`config.mk`:
```
export PLATFORM = sky130hd
export DESIGN_NAME = led_pixel_bit_selector_flat
export DESIGN_NICKNAME = d
export VERILOG_FILES = /design/src/rtl/led_pixel_bit_selector_pkg.sv /design/src/rtl/led_pixel_bit_selector_if.sv /design/src/rtl/led_pixel_bit_selector_need_bar_color.sv /design/src/rtl/led_pixel_bit_selector.sv /design/src/flat_wrapper.sv
export SDC_FILE = /design/constraint.sdc
export NUM_CORES = 1
export LEC_CHECK = 0
export ABC_AREA = 0
export CAP_MARGIN = 0
export CORE_ASPECT_RATIO = 0.6
export CORE_MARGIN = 2
export CORE_UTILIZATION = 29
export DETAILED_ROUTE_END_ITERATION = 8
export PLACE_DENSITY = 0.92
export SLEW_MARGIN = 25
export SYNTH_ARGS = -nofsm -noshare
export SYNTH_HDL_FRONTEND = slang
export SYNTH_SLANG_ARGS = --single-unit
```
`constraint.sdc`:
```
create_clock -name clk -period 3.3 [get_ports clk]
set_input_delay 0.33 -clock clk [delete_from_list [all_inputs] [get_ports clk]]
set_output_delay 0.33 -clock clk [all_outputs]
set_load 0.02 [all_outputs]
```
`src/rtl/led_pixel_bit_selector_pkg.sv`:
```
// -----------------------------------------------------------------------------
// led_pixel_bit_selector_pkg
// Shared constants for the LED pixel/bit selector slice: colour and frame
// geometry, need-bar row assignments and the lit colour of each need bar.
// No ports (package).
// -----------------------------------------------------------------------------
package led_pixel_bit_selector_pkg;

    localparam int COLOR_W   = 24;   // GRB, MSB sent first
    localparam int FRAME_PIX = 64;   // animation pixels 0..63
    localparam int TOTAL_PIX = 128;  // 64..127 form the need-bar region
    localparam int LEVEL_W   = 3;    // need level width (0..7)
    localparam int PIX_IDX_W = $clog2(TOTAL_PIX);

    // Bar-region row that displays each need
    localparam logic [2:0] NEED_ROW_SALUD           = 3'd0;
    localparam logic [2:0] NEED_ROW_ALIMENTACION    = 3'd1;
    localparam logic [2:0] NEED_ROW_ENERGIA         = 3'd2;
    localparam logic [2:0] NEED_ROW_ENTRETENIMIENTO = 3'd3;
    localparam logic [2:0] NEED_ROW_HIGIENE         = 3'd4;

    // Lit bar colours, GRB ordering
    localparam logic [COLOR_W-1:0] COLOR_SALUD           = 24'h001000; // red
    localparam logic [COLOR_W-1:0] COLOR_ALIMENTACION    = 24'h100000; // green
    localparam logic [COLOR_W-1:0] COLOR_ENERGIA         = 24'h101000; // yellow
    localparam logic [COLOR_W-1:0] COLOR_ENTRETENIMIENTO = 24'h000010; // blue
    localparam logic [COLOR_W-1:0] COLOR_HIGIENE         = 24'h100010; // cyan

    // A bar column is lit when it lies below the level, so level 7 lights
    // columns 0..6 and column 7 can never light.
    function automatic logic bar_lit(input logic [LEVEL_W-1:0] col,
                                     input logic [LEVEL_W-1:0] level);
        return (col < level);
    endfunction

endpackage

```
`src/rtl/led_pixel_bit_selector_if.sv`:
```
// -----------------------------------------------------------------------------
// led_pixel_bit_selector_if
// Bundles the selector's pixel/bit indices, frame and colour inputs, the five
// need levels and the three registered results.
//   master : drives indices, frame_data, anim_color and levels; reads results
//   slave  : the selector itself
// -----------------------------------------------------------------------------
interface led_pixel_bit_selector_if;
    import led_pixel_bit_selector_pkg::*;

    logic [PIX_IDX_W-1:0] pixel_idx;
    logic [4:0]           bit_idx;
    logic [FRAME_PIX-1:0] frame_data;
    logic [COLOR_W-1:0]   anim_color;
    logic [LEVEL_W-1:0]   salud;
    logic [LEVEL_W-1:0]   alimentacion;
    logic [LEVEL_W-1:0]   energia;
    logic [LEVEL_W-1:0]   entretenimiento;
    logic [LEVEL_W-1:0]   higiene;
    logic                 pixel_active;
    logic [COLOR_W-1:0]   need_color;
    logic                 bit_out;

    modport master (
        output pixel_idx, bit_idx, frame_data, anim_color,
               salud, alimentacion, energia, entretenimiento, higiene,
        input  pixel_active, need_color, bit_out
    );

    modport slave (
        input  pixel_idx, bit_idx, frame_data, anim_color,
               salud, alimentacion, energia, entretenimiento, higiene,
        output pixel_active, need_color, bit_out
    );

endinterface

```
`src/rtl/led_pixel_bit_selector_need_bar_color.sv`:
```
// -----------------------------------------------------------------------------
// led_pixel_bit_selector_need_bar_color
// Combinational colour of a pixel in the need-bar region.
//   pixel_idx_i       : pixel index 0..127 (animation pixels give black)
//   salud_i .. higiene_i : need levels 0..7
//   color_o           : GRB colour of the bar pixel, 0 when unlit
// -----------------------------------------------------------------------------
module led_pixel_bit_selector_need_bar_color
    import led_pixel_bit_selector_pkg::*;
(
    input  logic [PIX_IDX_W-1:0] pixel_idx_i,
    input  logic [LEVEL_W-1:0]   salud_i,
    input  logic [LEVEL_W-1:0]   alimentacion_i,
    input  logic [LEVEL_W-1:0]   energia_i,
    input  logic [LEVEL_W-1:0]   entretenimiento_i,
    input  logic [LEVEL_W-1:0]   higiene_i,
    output logic [COLOR_W-1:0]   color_o
);

    logic               in_bar;
    logic [2:0]         row;
    logic [2:0]         col;
    logic [LEVEL_W-1:0] level;
    logic [COLOR_W-1:0] lit_color;

    // The bar region starts at 64, so pixel_idx - 64 is just the low six
    // bits: row in [5:3], column in [2:0].
    assign in_bar = pixel_idx_i[6];
    assign row    = pixel_idx_i[5:3];
    assign col    = pixel_idx_i[2:0];

    // Rows 5..7 carry no need; a zero level keeps them dark.
    always_comb begin
        level     = '0;
        lit_color = '0;
        case (row)
            NEED_ROW_SALUD: begin
                level     = salud_i;
                lit_color = COLOR_SALUD;
            end
            NEED_ROW_ALIMENTACION: begin
                level     = alimentacion_i;
                lit_color = COLOR_ALIMENTACION;
            end
            NEED_ROW_ENERGIA: begin
                level     = energia_i;
                lit_color = COLOR_ENERGIA;
            end
            NEED_ROW_ENTRETENIMIENTO: begin
                level     = entretenimiento_i;
                lit_color = COLOR_ENTRETENIMIENTO;
            end
            NEED_ROW_HIGIENE: begin
                level     = higiene_i;
                lit_color = COLOR_HIGIENE;
            end
            default: begin
                level     = '0;
                lit_color = '0;
            end
        endcase
    end

    assign color_o = (in_bar && bar_lit(col, level)) ? lit_color : '0;

endmodule

```
`src/rtl/led_pixel_bit_selector.sv`:
```
// -----------------------------------------------------------------------------
// led_pixel_bit_selector
// Registered datapath in front of the 16x8 WS2812 serializer. For the current
// pixel and colour bit it registers whether the animation pixel is lit, the
// need-bar colour and the single serial bit to drive out (1-cycle latency).
//   clk : system clock
//   rst : synchronous active-high reset, clears all outputs
//   bus : slave side of led_pixel_bit_selector_if
// -----------------------------------------------------------------------------
module led_pixel_bit_selector
    import led_pixel_bit_selector_pkg::*;
(
    input  logic                     clk,
    input  logic                     rst,
    led_pixel_bit_selector_if.slave  bus
);

    logic               in_frame;
    logic [COLOR_W-1:0] bar_color;
    logic [COLOR_W-1:0] color_sel;

    logic               pixel_active_d, pixel_active_q;
    logic [COLOR_W-1:0] need_color_d,   need_color_q;
    logic               bit_out_d,      bit_out_q;

    led_pixel_bit_selector_need_bar_color u_need_bar_color (
        .pixel_idx_i       (bus.pixel_idx),
        .salud_i           (bus.salud),
        .alimentacion_i    (bus.alimentacion),
        .energia_i         (bus.energia),
        .entretenimiento_i (bus.entretenimiento),
        .higiene_i         (bus.higiene),
        .color_o           (bar_color)
    );

    // FRAME_PIX is 64, so the animation region is exactly pixel_idx[6] == 0.
    assign in_frame = ~bus.pixel_idx[6];

    // Bit 0 of the index is the first bit on the wire, i.e. colour bit 23.
    // Indices 24..31 fall outside the colour and send a zero.
    always_comb begin
        color_sel      = in_frame ? bus.anim_color : bar_color;
        pixel_active_d = in_frame ? bus.frame_data[bus.pixel_idx[5:0]] : 1'b0;
        need_color_d   = bar_color;
        bit_out_d      = 1'b0;
        if (bus.bit_idx <= 5'd23) begin
            bit_out_d = color_sel[5'd23 - bus.bit_idx];
        end
    end

    always_ff @(posedge clk) begin
        if (rst) begin
            pixel_active_q <= 1'b0;
            need_color_q   <= '0;
            bit_out_q      <= 1'b0;
        end else begin
            pixel_active_q <= pixel_active_d;
            need_color_q   <= need_color_d;
            bit_out_q      <= bit_out_d;
        end
    end

    assign bus.pixel_active = pixel_active_q;
    assign bus.need_color   = need_color_q;
    assign bus.bit_out      = bit_out_q;

endmodule

```
`src/flat_wrapper.sv`:
```
// flat-port wrapper written by rule: the top's interface ports become plain ports
module led_pixel_bit_selector_flat import led_pixel_bit_selector_pkg::*;
  (clk, rst, bus_pixel_idx, bus_bit_idx, bus_frame_data, bus_anim_color, bus_salud, bus_alimentacion, bus_energia, bus_entretenimiento, bus_higiene, bus_pixel_active, bus_need_color, bus_bit_out);
  led_pixel_bit_selector_if bus_i ();
  input  logic clk;
  input  logic rst;
  input wire logic [$bits(bus_i.pixel_idx)-1:0] bus_pixel_idx;
  input wire logic [$bits(bus_i.bit_idx)-1:0] bus_bit_idx;
  input wire logic [$bits(bus_i.frame_data)-1:0] bus_frame_data;
  input wire logic [$bits(bus_i.anim_color)-1:0] bus_anim_color;
  input wire logic [$bits(bus_i.salud)-1:0] bus_salud;
  input wire logic [$bits(bus_i.alimentacion)-1:0] bus_alimentacion;
  input wire logic [$bits(bus_i.energia)-1:0] bus_energia;
  input wire logic [$bits(bus_i.entretenimiento)-1:0] bus_entretenimiento;
  input wire logic [$bits(bus_i.higiene)-1:0] bus_higiene;
  output wire logic [$bits(bus_i.pixel_active)-1:0] bus_pixel_active;
  output wire logic [$bits(bus_i.need_color)-1:0] bus_need_color;
  output wire logic [$bits(bus_i.bit_out)-1:0] bus_bit_out;
  assign bus_i.pixel_idx = bus_pixel_idx;
  assign bus_i.bit_idx = bus_bit_idx;
  assign bus_i.frame_data = bus_frame_data;
  assign bus_i.anim_color = bus_anim_color;
  assign bus_i.salud = bus_salud;
  assign bus_i.alimentacion = bus_alimentacion;
  assign bus_i.energia = bus_energia;
  assign bus_i.entretenimiento = bus_entretenimiento;
  assign bus_i.higiene = bus_higiene;
  assign bus_pixel_active = bus_i.pixel_active;
  assign bus_need_color = bus_i.need_color;
  assign bus_bit_out = bus_i.bit_out;
  led_pixel_bit_selector u_core (.clk(clk), .rst(rst), .bus(bus_i));
endmodule
```
=== Word-level counts from Yosys, hierarchy flattened ===
Cells that the tools add are included.

* Flip-flop bits (word level): 26
* Bits in latches: 0
* Memory bits (writable): 0
* Memory bits (read-only): 0
* Output and inout bits: 26
* Memories kept: 0

* $add $sub $neg: 1
* $mul: 0
* Divide/modulo/power cells: 0
* Magnitude comparators: 4
* Equality and inequality tests: 4
* Shift operators: 0
* Mux-type cells: 8
* Bitwise logic cells: 1
* Reductions and logical operators: 4

{| class="wikitable"
|+ Operators by type and width
! operator !! number
|-
| case mux 21 bit (5 select lines) || 1
|-
| 2-to-1 mux 24 bit || 2
|-
| case mux 3 bit (5 select lines) || 1
|-
| < comparator 6 x 7 -> 1 bit, second input constant || 1
|-
| binary-select mux 1 bit (select 6 bit) || 1
|-
| equality test 3 x 2 -> 1 bit, second input constant || 2
|-
| < comparator 5 x 6 -> 1 bit, second input constant || 1
|-
| binary-select mux 1 bit (select 5 bit) || 1
|-
| <= comparator 5 bit, second input constant || 1
|-
| subtractor 5 bit, first input constant || 1
|-
| OR reduction 2 bit || 2
|-
| equality test 3 x 1 -> 1 bit, second input constant || 1
|-
| equality test 3 bit, second input constant || 1
|-
| logical NOT 3 bit || 1
|-
| < comparator 3 bit || 1
|-
| 2-to-1 mux 1 bit || 2
|-
| logical AND 1 bit || 1
|-
| inverter 1 bit || 1
|}

=== Depth between registers and ports, before layout ===
Gate-level depths: netlist of run 1.

* Depth after elaboration: 8
* Gate-level depth with buffers: 11
* Mapped depth without buffers: 9

=== Hierarchy ===
A second synthesis of run 1 with hierarchy kept.

* Cells, all modules: 185
* Area, all modules: 2,137.0 sq um

{| class="wikitable"
|+ Modules (own cells, without submodules)
! module !! times used !! cells each !! area an instance (sq um) !! sequential area each (sq um)
|-
| led_pixel_bit_selector || 1 || 130 || 1,692.9 || 520.5
|-
| led_pixel_bit_selector_need_bar_color || 1 || 55 || 444.2 || 0.0
|}

=== Worst setup path after synthesis of run 1 ===
Ideal clock, no wire load.

* Kind: input port to flip-flop
* From: input port bus_pixel_idx[4]
* To: register u_core.bit_out_q, in the netlist u_core.bus.bit_out
* Setup time: 0.059 ns
* Data arrival time: 2.498 ns
* Slack: 0.743 ns
* Stages on the path: 10
* Path buffers: 1
* Cells stage by stage: clkbuf_1 -> mux4_2 -> nor2b_1 -> a31oi_1 -> ha_1 -> o311ai_1 -> a21oi_1 -> a2111o_1 -> o31ai_2 -> a32o_2

* Word-level cells in the longest chain between the ends: 8

{| class="wikitable"
|+ Ends and longest elaborated chain
! item !! line !! text
|-
| from (decl) || flat_wrapper.sv:7 || <nowiki>input wire logic [$bits(bus_i.pixel_idx)-1:0] bus_pixel_idx;</nowiki>
|-
| equality test 3 bit, or another cell as far along || led_pixel_bit_selector_need_bar_color.sv:36 || <nowiki>case (row)</nowiki>
|-
| case mux 3 bit (5 select lines) || led_pixel_bit_selector_need_bar_color.sv:36 ||
|-
| < comparator 3 bit || led_pixel_bit_selector_pkg.sv:33 || <nowiki>return (col < level);</nowiki>
|-
| logical AND 1 bit || led_pixel_bit_selector_need_bar_color.sv:64 || <nowiki>assign color_o = (in_bar && bar_lit(col, level)) ? lit_color : '0;</nowiki>
|-
| 2-to-1 mux 24 bit * || led_pixel_bit_selector_need_bar_color.sv:64 ||
|-
| 2-to-1 mux 24 bit * || led_pixel_bit_selector.sv:42 || <nowiki>color_sel = in_frame ? bus.anim_color : bar_color;</nowiki>
|-
| binary-select mux 1 bit (select 5 bit) * || led_pixel_bit_selector.sv:47 || <nowiki>bit_out_d = color_sel[5'd23 - bus.bit_idx];</nowiki>
|-
| 2-to-1 mux 1 bit (not written as such) * || led_pixel_bit_selector.sv:47 ||
|-
| to (signal assigned) || led_pixel_bit_selector.sv:59 || <nowiki>bit_out_q <= bit_out_d;</nowiki>
|-
| to (decl) || led_pixel_bit_selector.sv:24 || <nowiki>logic bit_out_d, bit_out_q;</nowiki>
|}

Every way passes the cells marked *; elsewhere a longest branch is shown, timed or not. The select of a mux whose other input is x is not followed.
A chain may end at the register's enable or synchronous reset.

=== Worst setup path in the final report of run 1 ===
* From: input port bus_pixel_idx[3]
* To: register u_core.bit_out_q, in the netlist u_core.bus.bit_out

The elaborated chain is that of the path after synthesis.

==> out/metrics.cfg, run 1 <==
[routing]
drt-pass1-iter-count=4
detail_route.vias_per_cell=4.907
drc=0
antenna_violating_nets_post_route=0
sum_of_routed_wire_length_over_all_layers_mm=4.892
wire_per_inst_um=15.19
initial_drc_count=63
via_count=1580

[floorplanning]
core_area_um2=4541
initial_core_util=0.2982
floorplan.die.height_um=56.93
design.portCount=143
placement_rows=19
die_area_um2=5249
die-width_um=92.21

[setup_path]
critical_path_class=primary input to register
critical_path.endpoint=u_core.bus.bit_out
path_max_fanout=6
critical_path_launch_point=bus_pixel_idx[3]
critPathSlowestCell=clkdlybuf4s50_1
cp_slowest_stage_delay_ns=0.52
cp_num_buf_inv=1
critPathLaunchType=primary input
critPathTopFamily=compound AO/OA/AOI/OAI gates
cp_data_required_time_ns=3.45
worst-endpoint-arrival_ns=3.04
critical_path.cell_chain=clkdlybuf4s50_1 -> mux4_2 -> nor2b_1 -> a31oi_1 -> ha_1 -> o311ai_1 -> a21oi_1 -> a2111o_1 -> o31ai_2 -> a32o_2
crit_cells=10
critPathCaptureType=register

[cells_and_area]
layout-area-overhead-vs-synth_pct=91.77
antenna-diode-count=0
final_net_count=380
multi_input_comb_area_um2=1101
top_library_cells_by_usage_in_the_layout_fill_and_taps_aside=clkdlybuf4s50_1 (121), conb_1 (21), mux4_2 (20)
seq_area_um2=100.1
drive_above_1_share=0.1236
fillCellCount=398
mostFrequentLayoutCell=clkdlybuf4s50_1

[logic_synthesis]
synthesis.area_um2=1354
sequential_fraction_of_the_synthesis_area=0.07394
synthXorXnorAreaFrac=0.006470
synthAdderAreaFrac=0.02773
ys_seq_elements=5
synth.avg_cell_area_um2=9.670
yosys-top-cells-area=mux4_2 (33%), buf_4 (13%), mux2i_1 (12%), dfxtp_1 (7.4%), ha_1 (2.8%)
synth-main-ff-cell=dfxtp_1
simple_logic_cell_fraction_of_the_synthesized_area=0.1294
synth_enable_flop_cells=0
synth_top_family_by_area=multiplexers
yosys.cell_types.count=37
synth_compound_gate_area_share=0.1405
synthArstFlopShare=0
synth_top_cell_by_area=mux4_2
synthCells=140
synth.mux.area_fraction=0.4510
synthesis.yosys.warnings=0
area_share_of_the_largest_cell_type_after_synthesis=0.3327

[cts]
number_of_cts_inserted_buffers=3
cts_hold_buffers=0
tritoncts=done
cts-root-to-sink-buffers=2
tritoncts_num_sinks=5
cts-htree-levels=1
cts_post_setup_buffers_inserted=0
postCtsResizedCells=0
ctsRootBufferMaster=clkbuf_8
clkTransAtPathRegs_ns=0.03

[power]
ir_worst_vdd_uv=105.6
pwr_density_cell_nw_per_um2=188.0
finalPower_uw=488.1
p_leak_nw=0.9892

[global_routing]
grt_util_all_layers=0.1808
grt_pass1_vias=1524
initial_antenna_violation_count=0
globalRouteOverflowTotal=0
grt_first_pass_wirelength_mm=7.493
pin_count_of_the_biggest_net_entering_global_routing=18

[place]
detailed_place_hpwl_mm=4.323
placement.io_buffers=121
placer_congestion=0.8087

[sta]
final.setup.tns_ns=0
achievable-frequency_mhz=346.0
worstMarginPinSlew_ns=0.5603
final_hold_viol_count=0
minimum_clock_period_ns=2.890
setup_violations=0
rsz0062_at_grt=no
final.period_utilization=0.8758
timing.max_slew.rel_slack=0.6253
max_transition_viols_final=0

[job]
maxCapViolCount=0

[min_path]
min-delay-path-class=primary input to register

[status]
run_status=finished, final reports clean

-- registers in the layout, indices dropped and copies added, names as in the netlist --
signal / count
u_core.bus.need_color: 3
u_core.bus.bit_out: 1
u_core.bus.pixel_active: 1
-- metal layers --
metal | part of all wire | GRT usage | vias to the layer above
met5 | 0 | 0 | -
met4 | 0.0055 | 0.03412 | 0
met3 | 0.074 | 0.02416 | 4
met2 | 0.48 | 0.2962 | 73
met1 | 0.44 | 0.2593 | 744
li1 | - | - | 759
-- kinds of logic (layout without fill, tap and decap cells) --
family | Yosys count | count (layout)
AOI/OAI and AO/OA | 27 | 27
xor gates and xnor gates | 1 | 1
muxes | 36 | 36
and+or+nand+nor | 32 | 32
other | 1 | 21
DFF | 5 | 5
adders and majority gates | 3 | 3
buffers and inverters | 35 | 134
-- worst min-delay path by stage --
stage / start / end / slack, ns / depth (start not counted)
2_1_floorplan: bus_pixel_idx[6] / u_core.bus.pixel_active / 0.41 / 1
3_3_place_gp: bus_pixel_idx[6] / u_core.bus.pixel_active / 1.01 / 2
3_5_place_dp: bus_pixel_idx[6] / u_core.bus.pixel_active / 1.02 / 2
4_1_cts: bus_pixel_idx[6] / u_core.bus.pixel_active / 0.79 / 2
5_1_grt: bus_pixel_idx[6] / u_core.bus.pixel_active / 0.83 / 2
6_report: bus_pixel_idx[6] / u_core.bus.pixel_active / 0.81 / 2
-- stage by stage --
step / util / cells / worst slack [ns] / hold slack (ns) / instance area (um^2)
2_1_floorplan: - / 160 / 0.7428 / 0.4065 / 1429
3_3_place_gp: 0.5619 / 318 / 0.2952 / 1.013 / 2551
3_5_place_dp: 0.5619 / 318 / 0.2008 / 1.021 / 2551
4_1_cts: 0.5718 / 322 / 0.4085 / 0.7931 / 2596
5_1_grt: 0.5718 / 322 / 0.2646 / 0.8313 / 2596
6_report: 0.5718 / 322 / 0.4098 / 0.8068 / 2596
-- cell usage after synthesis (all sizes together) (2+ instances only) --
cell type,instances
o21ai,5
o211ai,4
o31ai,3
nor3,4
inv,2
nor4,4
a31oi,2
mux2i,16
nor2,4
buf,27
a21oi,5
mux4,20
dfxtp,5
nand3,2
nand2,7
nor2b,2
ha,3
clkbuf,6
o221ai,2
nand3b,4
-- layout make-up --
class                   instances  area share
clock buffers                   4     0.01735
inverters                       2    0.002892
multi-input cells             120      0.4241
repair buffers                128      0.4867
well taps                      63     0.03036
flip-flops and latches          5     0.03855
-- where the power goes --
group / internal (mW) / total [mW] / leakage (nW) / switching (mW)
Sequential: 0.0635 / 0.0641 / 0.0407 / 0.000552
Combinational: 0.199 / 0.314 / 0.926 / 0.115
Clock: 0.0827 / 0.110 / 0.0228 / 0.0269
Total: 0.345 / 0.488 / 0.989 / 0.143
(Power assumes the default switching activity.)
==> inputs of run 2 (changes only) <==
--- a/config.mk
+++ b/config.mk
@@ -6,7 +6,7 @@
 export NUM_CORES = 1
 export LEC_CHECK = 0
 export ABC_AREA = 0
-export CAP_MARGIN = 0
+export CAP_MARGIN = 20
 export CORE_ASPECT_RATIO = 0.6
 export CORE_MARGIN = 2
 export CORE_UTILIZATION = 29
==> results of run 2 <==
The final DEF is identical to that of run 1; final timing and power are the same.
